<file path="src/rtl/uart_pkg.sv">
// Shared definitions for the serial peripheral (receiver and transmitter).
// - rx_state_t : receiver FSM states
// - SR_*       : status_register bit positions (SR_BUSY is shared with the transmitter)
// - CR_*       : control_register bit positions
package uart_pkg;

  typedef enum logic [1:0] {
    IDLE  = 2'd0,
    START = 2'd1,
    DATA  = 2'd2,
    STOP  = 2'd3
  } rx_state_t;

  localparam int SR_BUSY    = 0;
  localparam int SR_READY   = 1;
  localparam int SR_OVERRUN = 2;
  localparam int SR_FRAMING = 3;

  localparam int CR_ENABLE  = 0;

endpackage

</file>
<file path="src/rtl/uart_sync2.sv">
// Two-flop synchroniser for an idle-high asynchronous line.
// Ports:
//   clock - system clock
//   reset - synchronous active-high reset; both flops go to 1 (line idle)
//   d     - asynchronous input
//   q     - synchronised output
module uart_sync2 (
  input  logic clock,
  input  logic reset,
  input  logic d,
  output logic q
);

  logic meta;

  always_ff @(posedge clock) begin
    if (reset) begin
      meta <= 1'b1;
      q    <= 1'b1;
    end else begin
      meta <= d;
      q    <= meta;
    end
  end

endmodule

</file>
<file path="src/rtl/uart_rx.sv">
// 8N1 UART receiver with a register-style host interface.
// Ports:
//   clock            - system clock, rising edge
//   reset            - synchronous active-high reset
//   rx               - asynchronous serial line, idle high
//   control_register - bit0 rx_enable, other bits ignored
//   read_rx_data     - one-cycle strobe: host has consumed rx_data
//   rx_data          - last accepted byte
//   status_register  - bit0 busy, bit1 data_ready, bit2 overrun, bit3 framing_error
module uart_rx
  import uart_pkg::*;
#(
  parameter int CLKS_PER_BIT = 434
) (
  input  logic       clock,
  input  logic       reset,
  input  logic       rx,
  input  logic [7:0] control_register,
  input  logic       read_rx_data,
  output logic [7:0] rx_data,
  output logic [7:0] status_register
);

  localparam int CNT_W = $clog2(CLKS_PER_BIT);
  localparam logic [CNT_W-1:0] HALF_M1 = CNT_W'(CLKS_PER_BIT / 2 - 1);
  localparam logic [CNT_W-1:0] FULL_M1 = CNT_W'(CLKS_PER_BIT - 1);

  rx_state_t        state, state_n;
  logic [CNT_W-1:0] cnt, cnt_n;
  logic [2:0]       bit_idx, bit_n;
  logic [7:0]       shift, shift_n;
  logic [7:0]       data_n;
  logic             ready, ready_n;
  logic             ovr, ovr_n;
  logic             frm, frm_n;
  logic             brk, brk_n;     // waiting for the line to return high after a framing error
  logic             rx_s;
  logic             enable;
  logic             unused_cr;

  assign enable    = control_register[CR_ENABLE];
  assign unused_cr = ^control_register[7:1];

  uart_sync2 u_sync (
    .clock (clock),
    .reset (reset),
    .d     (rx),
    .q     (rx_s)
  );

  always_ff @(posedge clock) begin
    if (reset) begin
      state   <= IDLE;
      cnt     <= '0;
      bit_idx <= '0;
      rx_data <= 8'h00;
      ready   <= 1'b0;
      ovr     <= 1'b0;
      frm     <= 1'b0;
      brk     <= 1'b0;
    end else begin
      state   <= state_n;
      cnt     <= cnt_n;
      bit_idx <= bit_n;
      rx_data <= data_n;
      ready   <= ready_n;
      ovr     <= ovr_n;
      frm     <= frm_n;
      brk     <= brk_n;
    end
  end

  // Shift register carries only data; its content is meaningless until a full frame is in.
  always_ff @(posedge clock) begin
    shift <= shift_n;
  end

  always_comb begin
    state_n = state;
    cnt_n   = cnt + CNT_W'(1);
    bit_n   = bit_idx;
    shift_n = shift;
    data_n  = rx_data;
    ready_n = ready;
    ovr_n   = ovr;
    frm_n   = frm;
    brk_n   = brk;

    // The read is applied first so that a commit in the same cycle sees the
    // byte as already consumed: the new byte loads and no overrun is raised.
    if (read_rx_data) begin
      ready_n = 1'b0;
      ovr_n   = 1'b0;
      frm_n   = 1'b0;
    end

    if (!enable && state != IDLE) begin
      state_n = IDLE;
      cnt_n   = '0;
    end else begin
      case (state)
        IDLE: begin
          cnt_n = '0;
          if (brk && rx_s) brk_n = 1'b0;
          if (enable && !brk && !rx_s) state_n = START;
        end
        START: begin
          if (cnt == HALF_M1) begin
            cnt_n = '0;
            if (rx_s) begin
              state_n = IDLE;
            end else begin
              state_n = DATA;
              bit_n   = 3'd0;
            end
          end
        end
        DATA: begin
          if (cnt == FULL_M1) begin
            cnt_n   = '0;
            shift_n = {rx_s, shift[7:1]};
            bit_n   = bit_idx + 3'd1;
            if (bit_idx == 3'd7) state_n = STOP;
          end
        end
        STOP: begin
          if (cnt == FULL_M1) begin
            cnt_n   = '0;
            state_n = IDLE;
            if (rx_s) begin
              if (ready_n) begin
                ovr_n = 1'b1;
              end else begin
                data_n  = shift;
                ready_n = 1'b1;
              end
            end else begin
              frm_n = 1'b1;
              brk_n = 1'b1;
            end
          end
        end
        default: state_n = IDLE;
      endcase
    end
  end

  always_comb begin
    status_register             = 8'h00;
    status_register[SR_BUSY]    = (state != IDLE);
    status_register[SR_READY]   = ready;
    status_register[SR_OVERRUN] = ovr;
    status_register[SR_FRAMING] = frm;
  end

endmodule

</file>
<file path="config.mk">
export PLATFORM = sky130hd
export DESIGN_NAME = uart_rx
export DESIGN_NICKNAME = d
export VERILOG_FILES = /design/src/rtl/uart_pkg.sv /design/src/rtl/uart_sync2.sv /design/src/rtl/uart_rx.sv
export SDC_FILE = /design/constraint.sdc
export NUM_CORES = 1
export LEC_CHECK = 0
export BUFFER_PORTS_ARGS = -buffer_cell sky130_fd_sc_hd__buf_2
export CORE_ASPECT_RATIO = 2
export CORE_MARGIN = 2
export CORE_UTILIZATION = 54
export DETAILED_ROUTE_END_ITERATION = 12
export MAX_ROUTING_LAYER = met4
export PLACE_DENSITY = 0.77
export SYNTH_ARGS = -nofsm -noshare
export SYNTH_HDL_FRONTEND = slang
export SYNTH_HIERARCHICAL = 1
export SYNTH_SLANG_ARGS = --single-unit
export TNS_END_PERCENT = 100
</file>
<file path="constraint.sdc">
create_clock -name clock -period 2.1 [get_ports clock]
set_input_delay 0.525 -clock clock [delete_from_list [all_inputs] [get_ports clock]]
set_output_delay 0.525 -clock clock [all_outputs]
set_load 0.03 [all_outputs]
</file>
==> results of run 1 <==
worst reg2reg max path, stage by stage, from the launching register on:
cell,delay (ns)
dfxtp_1,0.40
ha_1,0.24
nand4b_4,0.15
nor4b_4,0.29
buf_4,0.23
mux2i_1,0.22
nor2_1,0.05
registers in the layout, summed over array words and instances, names as in the netlist, named ones only:
name / flops
bit_idx: 3
brk: 1
cnt: 9
frm: 1
ovr: 1
ready: 1
rx_data: 8
shift: 8
state: 1
u_sync/meta: 1
u_sync/q: 1
synth_stat cells (4+ instances only):
| master | instances | share of area, % |
|---|---|---|
| inv_1 | 5 | 1.2 |
| edfxtp_1 | 8 | 15 |
| nor3_1 | 4 | 1.2 |
| nor2_1 | 23 | 5.3 |
| buf_4 | 7 | 3.3 |
| dfxtp_1 | 28 | 35 |
| mux2i_1 | 8 | 5.0 |
| xnor2_1 | 5 | 2.7 |
| a21oi_1 | 5 | 1.5 |
| nand2_1 | 6 | 1.4 |
| ha_1 | 5 | 3.9 |
| nand2b_1 | 4 | 1.5 |
power groups by stage:
stage	logic, uW	clock network [uW]	registers [uW]
2_1_floorplan	31.1	0	724
3_3_place_gp	32.2	0	725
3_5_place_dp	33.2	0	725
4_1_cts	33.4	597	709
5_1_grt	37.1	622	709
6_report	33.6	584	710
final timing paths:
path	startpoint	end	cells after the start
worst max-delay path	flip-flop	status_register[0]	2
worst min-delay path	u_sync/meta	u_sync/q	1
worst max register to register	cnt[0]	rx_data[3]	6
worst min register to register	u_sync/meta	u_sync/q	1
final cells by class:
cell class                      count  area (sq um)  share of cell area, %
Multi-Input combinational cell    104           728                   40.8
Timing Repair Buffer               17          87.6                   4.91
Inverter                            6          22.5                   1.26
Clock inverter                      2          35.0                   1.96
Sequential cell                    36           801                   44.9
Tap cell                           30          37.5                   2.10
Clock buffer                        6          72.6                   4.07
stage by stage:
step	hold WS, ns	cell area [sq um]	worst slack, ns
after CTS	0.416	1780	0.375
after global routing	0.420	1780	0.261
after detailed placement	0.398	1680	0.361
final	0.411	1780	0.384
after global placement	0.390	1680	0.410
after floorplan	0.385	1630	0.584
metal layers:
layer / wire length (microns) / vias up / track usage [%]
li1: - / 554 / -
met1: 996 / 522 / 17.5
met2: 1620 / 19 / 33.6
met3: 74 / 12 / 4.44
met4: 121 / 0 / 11.6
met5: 0 / - / -
logic make-up after synthesis:
group | after synthesis | share of synthesized area [%]
AND/OR/NAND/NOR | 62 | 24.1
adder cells (fa/ha/maj) | 5 | 3.87
XOR/XNOR | 7 | 3.80
AO/OA/AOI/OAI | 18 | 7.44
flip-flops | 36 | 49.6
other | 1 | 0.232
multiplexers | 8 | 4.96
buffers and inverters | 17 | 6.04
==> qor.csv, run 1 <==
metric,value,unit
seq_power_share,53.5,%
p_switching,260,uW
ir_worst_vdd,0.607,mV
cts_buffers,5,
max-cap-violations,0,
cts_root_buf,clkbuf_8,
ios,28,
setup_violations,0,
p_per_area,744,nW/um^2
finalWirelength,2.81,mm
worstSetupEndpointType,output pin,
worst_path_dominant_cell_family,flip-flops,
finClkSkew,0.00345,ns
crit_chain,or2_1 > buf_2,
min_period,1.72,ns
antenna_found_initial,0,
die_area,3470,sq um
cp_slowest_cell,dfxtp_1,
grt_pass1_vias,1106,
layout_commonest_cell,dfxtp_1,
htreeDepth,2,
grt_max_degree,21,
synth-main-ff-cell,dfxtp_1,
total_power,1330,uW
drv_slew,0,
critPathMaxFanout,11,
syn_to_final_growth,10.5,%
drive_gt1_share,18.1,%
synth_area,1620,sq um
overflow,0,
dieHeight,81.3,microns
worstPathRequired,1.57,ns
cts_setup_buffers,0,
leakage,0.000717,uW
setup.worst_path.start_class,flip-flop,
sw_frac_of_total,19.6,%
min_path_type,flip-flop to flip-flop,
grt_pass1_wl,4.75,mm
insertedDiodeCount,0,
synth.yosys.seq_area_share,49.6,%
final.period_utilization,81.7,%
rsz0062_at_grt,no,
cts_tree,built,
clock_latency,0.28,ns
ys_types,43,
final_nets,187,
synthArstFlopShare,0,%
drcViolationCount,0,
cp.arrival,1.19,ns
synth-edff-count,8,
p_comb_share,2.5,%
syn_inst,154,
clock-sinks,36,
hold_viol_final,0,
synth_warnings,6,
drt_iter0_markers,22,
dp.final_hpwl,2.17,mm
intPower,1070,uW
postCtsHoldBufs,0,
num-fill-cells,258,
core,2910,sq um
final_cell_mix,"28 x dfxtp_1, 23 x nor2_1, 16 x buf_2",
dr_total_vias,1107,
start_util,55.6,%
utilization,61.4,%
status,"finished, final reports clean",
ys_ff_latch,36,
ant_nets,0,
fmax,583,MHz
viasPerCell,5.51,
clkPwrFrac,44.0,%
final_cells,201,
worstSetupPathType,flip-flop to output pin,
cts_resized,0,
r2r_slack,0.40,ns
grtUsageTotal,18.9,%
dp.cells,193,
die_x,42.7,microns
wl_per_cell,14.0,microns
avgSynthCellArea,10.5,sq um
rows,28,
crit_path_max_incr_delay,0.51,ns
dr.pass1.iters,4,
path_clk_slew,0.07,ns
path_buf_inv,1,
tns,0,ns
port_buffers,16,
gp_congestion,0.778,
clockBufferDepth,2,
No activity file was read; power rests on OpenSTA's default activity.
==> run 2: changes to the inputs <==
Settings changed: ABC_AREA from default to 1, CORE_UTILIZATION 54 to 55, PLACE_DENSITY 0.77 to 0.78.
Clock period 2.1 ns to 1.8 ns, I/O delays scaled along.
==> run 2 against run 1 <==
Effect of this change:
- clock power rose by 16%
- total power is 18% higher
- sequential share of layout area down 1.5 points
- utilization rose by 1.4 points
- final cell count rose by 33%
- die area increased by 1.8%
- worst setup slack worse by 0.16 ns
- final area is 3.4% higher
==> qor.csv, run 2 <==
metric,value,unit,change
hold_viol_final,0,,unchanged
critPathMaxFanout,6,,was 11
die_x,43.0,microns,was 42.7 microns
overflow,0,,unchanged
max-cap-violations,0,,unchanged
setup.worst_path.start_class,flip-flop,,unchanged
cts_root_buf,clkbuf_8,,unchanged
final_cell_mix,"50 x nand2_1, 39 x nor2_1, 34 x inv_1",,"was 28 x dfxtp_1, 23 x nor2_1, 16 x buf_2"
worstSetupEndpointType,output pin,,unchanged
largest_reg_flops,9,,unchanged
insertedDiodeCount,0,,unchanged
drive_gt1_share,13.9,%,was 18.1%
ys_types,22,,was 43
ios,28,,unchanged
fmax,636,MHz,
dp.final_hpwl,2.30,mm,was 2.17 mm
grtUsageTotal,20.0,%,was 18.9%
cts_tree,built,,unchanged
finalWirelength,2.95,mm,was 2.81 mm
synth_area,1680,sq um,was 1620 sq um
cts_buffers,5,,unchanged
gp_congestion,0.895,,was 0.778
synth-main-ff-cell,dfxtp_1,,unchanged
avgSynthCellArea,7.66,sq um,was 10.5 sq um
postCtsHoldBufs,0,,unchanged
reg_top3,"cnt: 9 flops, rx_data: 8 flops, shift: 8 flops",,unchanged
grt_max_degree,17,,was 21
ys_ff_latch,36,,unchanged
clock_latency,0.29,ns,was 0.28 ns
status,"finished, final reports clean",,unchanged
crit-reg2reg-launch,cnt[0],,unchanged
grt_pass1_wl,4.95,mm,was 4.75 mm
tns,0,ns,unchanged
synth_top_area_share,33.4,%,was 34.7%
final_cells,267,,was 201
top_register,cnt,,unchanged
syn_inst,219,,was 154
synth.yosys.seq_area_share,47.8,%,was 49.6%
htreeDepth,2,,unchanged
cp.arrival,1.12,ns,was 1.19 ns
yosys-top-cells-count,"50 x nand2_1, 39 x nor2_1, 34 x inv_1",,"was 28 x dfxtp_1, 23 x nor2_1, 8 x edfxtp_1, 8 x mux2i_1, 7 x buf_4"
grt_pass1_vias,1237,,was 1106
dr.pass1.iters,4,,unchanged
min_period,1.57,ns,
dp.cells,259,,was 193
layout_commonest_cell,nand2_1,,was dfxtp_1
dieHeight,82.1,microns,was 81.3 microns
synth-edff-count,8,,unchanged
setup.worst_path.start,state[0],,
ir_worst_vdd,1.15,mV,was 0.607 mV
leakage,0.000847,uW,was 0.000717 uW
final_nets,253,,was 187
hold_slack,0.343,ns,was 0.411 ns
port_buffers,16,,unchanged
antenna_found_initial,0,,unchanged
syn_to_final_growth,10.1,%,was 10.5%
final.period_utilization,87.3,%,
start_util,57.0,%,was 55.6%
ant_nets,0,,unchanged
p_per_area,851,nW/um^2,was 744 nW/um^2
core,2940,sq um,was 2910 sq um
drv_slew,0,,unchanged
drcViolationCount,0,,unchanged
synth_warnings,6,,unchanged
rsz0062_at_grt,no,,unchanged
dr_total_vias,1314,,was 1107
synthTopCellsByArea,"dfxtp_1 33%, edfxtp_1 14%, nand2_1 11%",,"was dfxtp_1 35%, edfxtp_1 15%, nor2_1 5.3%"
ff2ff_path_depth,9,,was 6
clockBufferDepth,2,,unchanged
wl_per_cell,11.0,microns,was 14.0 microns
worstSetupPathType,flip-flop to output pin,,unchanged
drt_iter0_markers,31,,was 22
setup_violations,0,,unchanged
synthArstFlopShare,0,%,unchanged
clock-sinks,36,,unchanged
path_clk_slew,0.06,ns,was 0.07 ns
rows,28,,unchanged
yosysMostFrequentCell,nand2_1,,was dfxtp_1
num-fill-cells,275,,was 258
pre_cts_slack,0.233,ns,was 0.361 ns
cts_setup_buffers,0,,unchanged
viasPerCell,4.92,,was 5.51
synth.largest_area_cell,dfxtp_1,,unchanged
cts_resized,0,,unchanged
worstPathRequired,1.35,ns,was 1.57 ns
reg2reg_to,cnt[5],,was rx_data[3]
r2r_slack,0.25,ns,was 0.40 ns
setup_ws,0.229,ns,was 0.384 ns
min_path_type,primary input to flip-flop,,was flip-flop to flip-flop
die_area,3530,sq um,was 3470 sq um
cp-endpoint,status_register[0],,unchanged
finClkSkew,0.00741,ns,was 0.00345 ns
[run 2: cell count changes in the layout (fill, tap and decap cells not counted), moves of 4 or more]
cell | previous run | this run
inv_1 | 5 | 34
mux2i_1 | 8 | 0
nand2_1 | 6 | 50
nand2_2 | 0 | 4
nand2b_1 | 4 | 0
nand3_1 | 3 | 9
nor2_1 | 23 | 39
xnor2_1 | 5 | 0
[run 2: where the power goes]
part	internal, uW	leakage [uW]	switching [uW]
Sequential	826	0.000298	4.60
Combinational	15.6	0.000494	47.6
Clock	410	0.0000552	267
Total	1250	0.000847	319
[run 2: worst min path at each step]
stage	from	to	slack, ns	cells after the start
2_1_floorplan	u_sync/meta	u_sync/q	0.38	2
3_3_place_gp	u_sync/meta	u_sync/q	0.38	2
3_5_place_dp	u_sync/meta	u_sync/q	0.40	2
4_1_cts	rx	u_sync/meta	0.34	3
5_1_grt	rx	u_sync/meta	0.35	3
6_report	rx	u_sync/meta	0.34	3
[run 2: layer usage]
layer / global-route usage, % / up-vias / share of wire (%)
li1: - / 693 / -
met1: 16.1 / 576 / 35
met2: 38.8 / 32 / 59
met3: 4.84 / 13 / 3.8
met4: 11.8 / 0 / 2.9
met5: - / - / 0
[run 2: kinds of logic (layout without fill, tap and decap cells)]
group | Yosys count | count (layout) | synth area share (%)
buffers and inverters | 44 | 59 | 12.1
other | 1 | 4 | 0.224
AOI/OAI and AO/OA | 10 | 10 | 3.06
xor gates and xnor gates | 5 | 5 | 2.61
DFF | 36 | 36 | 47.8
and+or+nand+nor | 118 | 118 | 30.5
adders and majority gates | 5 | 5 | 3.73
[run 2: worst max-delay path: stages (launching register included)]
cell and delay, ns:
dfxtp_1 0.36, nor2_2 0.21, inv_1 0.08, buf_2 0.18
[run 2: stage by stage]
stage | utilization [%] | power, uW | instance area, sq um
after global routing | 62.7 | 1630 | 1850
after global placement | 59.1 | 910 | 1740
after floorplan | - | 903 | 1690
after CTS | 62.7 | 1590 | 1850
final | 62.7 | 1570 | 1850
after detailed placement | 59.1 | 911 | 1740
[run 2: final cells by class]
class                   instances  area (sq um)  share of cell area, %
well taps                      30          37.5                   2.03
inverters                      34           128                   6.92
flip-flops and latches         36           801                   43.4
clock inverters                 2          35.0                   1.90
clock buffers                   6          72.6                   3.93
multi-input cells             142           684                   37.1
repair buffers                 17          87.6                   4.75
==> run 3: changes to the inputs <==
Settings changed: MAX_ROUTING_LAYER met4 to default.
==> run 3 against run 2 <==
Effect of this change:
- hold slack improved by 0.0012 ns
- combinational power barely moved
- flip-flop and latch count did not move
- critical path depth did not move
- total power barely moved
==> qor.csv, run 3 (synthesis results as in run 2) <==
metric,value,unit,change
rows,28,,unchanged
top_register,cnt,,unchanged
reg_top3,"cnt: 9 flops, rx_data: 8 flops, shift: 8 flops",,unchanged
dp.cells,259,,unchanged
clkPwrFrac,43.2,%,was 43.1%
cp.arrival,1.12,ns,about the same
ios,28,,unchanged
total_power,1570,uW,about the same
gp_congestion,0.880,,was 0.895
syn_to_final_growth,10.1,%,unchanged
layout_commonest_cell,nand2_1,,unchanged
critPathMaxFanout,6,,unchanged
hold_depth,3,,unchanged
finalWirelength,2.95,mm,about the same
ir_worst_vdd,1.15,mV,about the same
htreeDepth,2,,unchanged
drv_slew,0,,unchanged
leakage,0.000847,uW,unchanged
final_cells,267,,unchanged
crit_path_max_incr_delay,0.36,ns,about the same
cts_root_buf,clkbuf_8,,unchanged
cts_tree,built,,unchanged
viasPerCell,4.91,,was 4.92
drive_gt1_share,13.9,%,unchanged
pre_cts_slack,0.233,ns,unchanged
ff2ff_path_depth,9,,unchanged
hold_slack,0.345,ns,was 0.343 ns
core,2940,sq um,unchanged
setup.worst_path.start_class,flip-flop,,unchanged
insertedDiodeCount,0,,unchanged
port_buffers,16,,unchanged
worstSetupPathType,flip-flop to output pin,,unchanged
dr.pass1.iters,4,,unchanged
hold_viol_final,0,,unchanged
setup_ws,0.230,ns,was 0.229 ns
drcViolationCount,0,,unchanged
dr_total_vias,1312,,was 1314
drt_iter0_markers,31,,unchanged
postCtsHoldBufs,0,,unchanged
clockBufferDepth,2,,unchanged
worstSetupEndpointType,output pin,,unchanged
cp_slowest_cell,dfxtp_1,,unchanged
num-fill-cells,275,,unchanged
final.period_utilization,87.2,%,was 87.3%
start_util,57.0,%,unchanged
cts_resized,0,,unchanged
die_area,3530,sq um,unchanged
wl_per_cell,11.1,microns,was 11.0 microns
cts_buffers,5,,unchanged
min_period,1.57,ns,about the same
final_nets,253,,unchanged
crit_chain,nor2_2 > inv_1 > buf_2,,unchanged
sw_frac_of_total,20.4,%,was 20.3%
clock-sinks,36,,unchanged
die_x,43.0,microns,unchanged
p_switching,320,uW,was 319 uW
antenna_found_initial,0,,unchanged
setup_violations,0,,unchanged
tns,0,ns,unchanged
grt_pass1_vias,1237,,unchanged
status,"finished, final reports clean",,unchanged
finClkSkew,0.00820,ns,was 0.00741 ns
dp.final_hpwl,2.30,mm,unchanged
p_per_area,852,nW/um^2,was 851 nW/um^2
min_path_type,primary input to flip-flop,,unchanged
rsz0062_at_grt,no,,unchanged
ant_nets,0,,unchanged
overflow,0,,unchanged
cts_setup_buffers,0,,unchanged
clock_latency,0.29,ns,about the same
largest_reg_flops,9,,unchanged
dieHeight,82.1,microns,unchanged
worst_path_dominant_cell_family,flip-flops,,unchanged
grt_pass1_wl,4.95,mm,unchanged
grt_max_degree,17,,unchanged
seq_power_share,52.8,%,about the same
final_cell_mix,"50 x nand2_1, 39 x nor2_1, 34 x inv_1",,unchanged
cp.depth,3,,unchanged
path_buf_inv,2,,unchanged
p_comb_share,4.0,%,about the same
path_clk_slew,0.06,ns,about the same
fmax,637,MHz,was 636 MHz
worstPathRequired,1.35,ns,about the same
max-cap-violations,0,,unchanged
grtUsageTotal,19.5,%,was 20.0%
intPower,1250,uW,about the same
==> run 3: cell counts in the layout (fill, tap and decap cells not counted) <==
No cell type changed its count.
==> run 3: final timing paths <==
check              start            endpoint  slack, ns
max             state[0]  status_register[0]       0.23
min                   rx         u_sync/meta       0.34
max reg2reg       cnt[0]              cnt[5]       0.25
min reg2reg  u_sync/meta            u_sync/q       0.40
==> run 3: area by class of cell <==
type	count	area (sq um)	share of cell area, %
clock buffer	6	72.6	3.93
sequential	36	801	43.4
timing repair buffer	17	87.6	4.75
multi-input combinational	142	684	37.1
tap	30	37.5	2.03
clock inverter	2	35.0	1.90
inverter	34	128	6.92
==> run 3: metal layers <==
layer / vias to the layer above / global-route usage (%) / wire length, microns
met5: - / 0 / 0
met1: 578 / 16.1 / 1020
met2: 30 / 38.8 / 1730
li1: 693 / - / -
met3: 11 / 4.84 / 107
met4: 0 / 11.8 / 86
==> run 3: power by group through the flow <==
stage	Combinational [uW]	Clock, uW	Sequential [uW]
2_1_floorplan	56.2	0	847
3_3_place_gp	61.7	0	848
3_5_place_dp	62.7	0	848
4_1_cts	63.5	698	830
5_1_grt	72.3	723	830
6_report	63.2	678	830
==> run 3: tightest hold or removal path, cell delays in order <==
cell and delay (ns):
buf_2 0.07, inv_1 0.03, nand2_1 0.04
==> run 3: stage by stage <==
stage / cell area [sq um] / utilization [%]
finish: 1850 / 62.7
global route: 1850 / 62.7
CTS: 1850 / 62.7
detailed placement: 1740 / 59.1
global placement: 1740 / 59.1
floorplan: 1690 / -
